===== src/rtl/mult_pkg.sv =====
// rtl/mult_pkg.sv - shared types and constants for the shift-add multiplier sequencer
//   state_t   : FSM state encoding (3 bits)
//   WIDTH_DEF : default operand width / iteration count
//   cnt_width : iteration counter width for a given operand width
package mult_pkg;

    localparam int WIDTH_DEF = 4;

    typedef enum logic [2:0] {
        IDLE  = 3'd0,
        LOAD  = 3'd1,
        TEST  = 3'd2,
        ADD   = 3'd3,
        SHIFT = 3'd4,
        DONE  = 3'd5
    } state_t;

    // Counter must hold 0..w-1; never narrower than one bit.
    function automatic int cnt_width(input int w);
        return (w <= 2) ? 1 : $clog2(w);
    endfunction

endpackage


===== src/rtl/mult_iter_counter.sv =====
// rtl/mult_iter_counter.sv - add/shift iteration counter for the multiplier sequencer
//   clock, reset : clock and synchronous active-high reset
//   clr          : synchronous clear to 0 (has priority over inc)
//   inc          : synchronous increment
//   count        : iterations completed so far
//   last         : count == WIDTH-1
module mult_iter_counter #(
    parameter int WIDTH = 4,
    parameter int CNT_W = 2
) (
    input  logic             clock,
    input  logic             reset,
    input  logic             clr,
    input  logic             inc,
    output logic [CNT_W-1:0] count,
    output logic             last
);

    logic [CNT_W-1:0] r_count;

    always_ff @(posedge clock) begin
        if (reset || clr) begin
            r_count <= '0;
        end else if (inc) begin
            r_count <= r_count + CNT_W'(1);
        end
    end

    assign count = r_count;
    assign last  = (r_count == CNT_W'(WIDTH - 1));

endmodule


===== src/rtl/mult_seq_ctrl.sv =====
// rtl/mult_seq_ctrl.sv - Moore sequencing FSM for a shift-add unsigned multiplier
//   clock, reset : clock and synchronous active-high reset
//   start        : level request, sampled only in IDLE
//   q0           : LSB of the Q register, sampled in TEST
//   m_load       : load M register (LOAD only)
//   q_load       : parallel-load Q register (LOAD only)
//   a_clear      : clear accumulator A and its carry (LOAD only)
//   a_add        : A <= A + M (ADD only)
//   shift        : shift carry:A:Q right by one (SHIFT only)
//   busy         : high in every state except IDLE
//   done         : one-cycle pulse, product valid in A:Q
//   bit_count    : iterations completed so far
module mult_seq_ctrl
    import mult_pkg::*;
#(
    parameter  int WIDTH = WIDTH_DEF,
    localparam int CNT_W = cnt_width(WIDTH)
) (
    input  logic             clock,
    input  logic             reset,
    input  logic             start,
    input  logic             q0,
    output logic             m_load,
    output logic             q_load,
    output logic             a_clear,
    output logic             a_add,
    output logic             shift,
    output logic             busy,
    output logic             done,
    output logic [CNT_W-1:0] bit_count
);

    state_t r_state;
    state_t w_next;
    logic   w_clr;
    logic   w_inc;
    logic   w_last;

    mult_iter_counter #(
        .WIDTH (WIDTH),
        .CNT_W (CNT_W)
    ) u_iter_counter (
        .clock (clock),
        .reset (reset),
        .clr   (w_clr),
        .inc   (w_inc),
        .count (bit_count),
        .last  (w_last)
    );

    always_ff @(posedge clock) begin
        if (reset) begin
            r_state <= IDLE;
        end else begin
            r_state <= w_next;
        end
    end

    // Outputs decode r_state only; start and q0 affect the next state alone.
    always_comb begin
        w_next  = r_state;
        m_load  = 1'b0;
        q_load  = 1'b0;
        a_clear = 1'b0;
        a_add   = 1'b0;
        shift   = 1'b0;
        busy    = 1'b0;
        done    = 1'b0;
        w_clr   = 1'b0;
        w_inc   = 1'b0;
        case (r_state)
            IDLE: begin
                if (start) begin
                    w_next = LOAD;
                end
            end
            LOAD: begin
                busy    = 1'b1;
                m_load  = 1'b1;
                q_load  = 1'b1;
                a_clear = 1'b1;
                w_clr   = 1'b1;
                w_next  = TEST;
            end
            TEST: begin
                busy   = 1'b1;
                w_next = q0 ? ADD : SHIFT;
            end
            ADD: begin
                busy   = 1'b1;
                a_add  = 1'b1;
                w_next = SHIFT;
            end
            SHIFT: begin
                busy  = 1'b1;
                shift = 1'b1;
                // Clearing on the final shift keeps bit_count at 0 through DONE and IDLE.
                if (w_last) begin
                    w_clr  = 1'b1;
                    w_next = DONE;
                end else begin
                    w_inc  = 1'b1;
                    w_next = TEST;
                end
            end
            DONE: begin
                busy   = 1'b1;
                done   = 1'b1;
                w_next = IDLE;
            end
            default: begin
                w_next = IDLE;
            end
        endcase
    end

endmodule


===== config.mk =====
export PLATFORM = sky130hd
export DESIGN_NAME = mult_seq_ctrl
export DESIGN_NICKNAME = d
export VERILOG_FILES = /design/src/rtl/mult_pkg.sv /design/src/rtl/mult_iter_counter.sv /design/src/rtl/mult_seq_ctrl.sv
export SDC_FILE = /design/constraint.sdc
export NUM_CORES = 1
export LEC_CHECK = 0
export ABC_CLOCK_PERIOD_IN_PS = 1300
export CAP_MARGIN = 10
export CORE_AREA = 2 2 39 41
export CTS_CLUSTER_DIAMETER = 50
export CTS_CLUSTER_SIZE = 10
export DETAILED_ROUTE_END_ITERATION = 16
export DIE_AREA = 0 0 41 43
export PLACE_DENSITY_LB_ADDON = 0.1
export SLEW_MARGIN = 20
export SYNTH_ARGS = -nofsm -noshare
export SYNTH_HDL_FRONTEND = slang
export SYNTH_HIERARCHICAL = 1
export SYNTH_SLANG_ARGS = --single-unit

===== constraint.sdc =====
create_clock -name clock -period 1.3 [get_ports clock]
set_clock_uncertainty 0.15 [all_clocks]
set_input_delay 0.325 -clock clock [delete_from_list [all_inputs] [get_ports clock]]
set_output_delay 0.325 -clock clock [all_outputs]
set_load 0.01 [all_outputs]

==> run metrics <==
Rel. slew slack=0.853; pin count of the biggest net entering global routing=9; final core utilization=0.437; crit path capture type=primary output; EDFF count, synth=0; Post-Syn Nets=44; Post-Synthesis Cell Area=343 sq um; clk_lat worst skew=0.24 ns; critical path cell sequence=nor3b_4 -> buf_2; DRT iter0 DRCs=2; Syn Inst Count=39; Yosys cell types=26; Max stage delay on crit path=0.36 ns; final hold violations=0; Worst Tran Pin Value=0.220 ns; setup ws final=-0.191 ns; Mapped Avg Cell Area=8.79 sq um; DP Worst Slack=-0.401 ns; failing checks=setup timing; Vias=353; total track usage=0.118; Initial Util=0.248; Slew Limit Fails=0; Congestion Overflow GR=0; area grow syn2layout=76.3%; leakage power=0.277 nW; DRC viols=0; number of global-route vias before repair=356; Die W=41 um; Port-buffer cells=12; Placer Congestion=0.701; asr flop ratio synth=0; Syn. warnings=6; crit path kind=reg -> out; Final nets=68; first-pass GRT wire length=1320 um; Most used DFF post-synth=dfxtp_1; post-DP HPWL=642 um; post-synth top area cell=dfxtp_1; I/O Pins=13; CTS tree=built; Vias/cell=4.53; core footprint=0.00138 sq mm; total CTS buffers=3; CP Max Fanout=6; final wirelength=886 um; arrival time worst endpoint=1.02 ns; maximum VDD drop=468 uV; ranking of synthesized cells by area=dfxtp_1 (29%), nor3_2 (5.8%), and3b_1 (5.1%); Finished Layout Cells=78; wire per inst=11.4 um; Die Y=43 um; CP startpoint kind=flop; hold_buf cts=0; r2r setup slk=-0.13 ns; Rows=14; Tmin final=1.49 ns; Seq/Total Area, Yosys=0.292; layout cells sized above 1=0.677; Max-Cap Viols=0; # H-tree levels=1; antenna-violating nets left=0; WP data required=0.82 ns; Achievable Freq=671 MHz; hold slack=0.362 ns; FF-to-FF path depth=4; Die ar.=0.00176 sq mm; Seq cells post-synth=5; synth cell count leaders=dfxtp_1 (5), a21oi_1 (3); Ant. Diodes=0; RSZ-0062 raised after global routing=true; Hold Crit Class=in -> reg; Worst Hold Path Cells=4; P per Cell Area=881 mW/mm^2; Inst Count DP=71; CTS Sinks=5; final period utilization=1.15; Clock Tree Root=clkbuf_4; slowest CP cell=dfxtp_4; Synth top area share=0.292; antenna violations before repair=0; total negative slack=-1.65 ns; count leader, synth=dfxtp_1; endpoints failing setup=11; clk buf depth=2; first drt pass iteration count=4; Clock transition at path regs=0.04 ns; result of the run=finished, violations left
## through the flow
stage / instance area (sq um) / total power [mW]
floorplan: 375 / 0.288
global placement: 538 / 0.359
detailed placement: 538 / 0.361
CTS: 577 / 0.547
global route: 604 / 0.570
finish: 604 / 0.532
## where the power goes
| part | total, mW | switching [mW] | internal [mW] |
|---|---|---|---|
| clock network | 0.180 | 0.0637 | 0.116 |
| registers | 0.177 | 0.0162 | 0.161 |
| logic | 0.176 | 0.0736 | 0.102 |
| total | 0.532 | 0.153 | 0.379 |
## worst max-delay path, delay by kind of cell (launching register included)
family,cells,cell delay [ns]
DFF,1,0.36
and+or+nand+nor,1,0.24
buffers and inverters,1,0.17
## per-layer routing
| layer | wire length (um) | vias up | global-route usage |
|---|---|---|---|
| met5 | 0 | - | 0 |
| met4 | 10 | 0 | 0.120 |
| met3 | 31 | 2 | 0.0471 |
| met2 | 452 | 6 | 0.184 |
| met1 | 392 | 162 | 0.103 |
| li1 | - | 183 | - |
## layout by cell type (no fill, tap or decap), drive strengths merged, types with 3 or more instances in the layout
cell and count:
a21oi 3, buf 21, clkbuf 4, dfxtp 5, nor3 3
## worst paths after layout
| path | startpoint | end |
|---|---|---|
| worst min-delay path | start | r_state[1] |
| worst min register to register | u_iter_counter/count[0] | u_iter_counter/count[0] |
| worst max register to register | r_state[2] | r_state[0] |
| worst max-delay path | r_state[2] | m_load |
## flip-flops by register name, indices dropped and copies added (netlist names)
name / flops
r_state: 3
u_iter_counter/count: 2
## layout make-up
cell class	count	area [sq um]
flip-flops and latches	5	116
fillers	139	779
well taps	16	20.0
clock buffers	4	26.3
multi-input cells	28	259
inverters	1	3.75
repair buffers	24	179
## logic make-up after synthesis
group	Yosys count	synth area share
and+or+nand+nor	19	0.412
AOI/OAI and AO/OA	6	0.0949
buffers and inverters	6	0.109
DFF	5	0.292
xor gates and xnor gates	1	0.0256
muxes	1	0.0292
adders and majority gates	1	0.0365
## timing repair
item                       in CTS  in global routing
hold endpoints to repair        0                  0
setup endpoints to repair      14                 14
gates resized for setup        47                  8
pin swaps                       4                  1
buffers inserted                1                  3
Note: power is estimated with default switching activity, not from simulation.
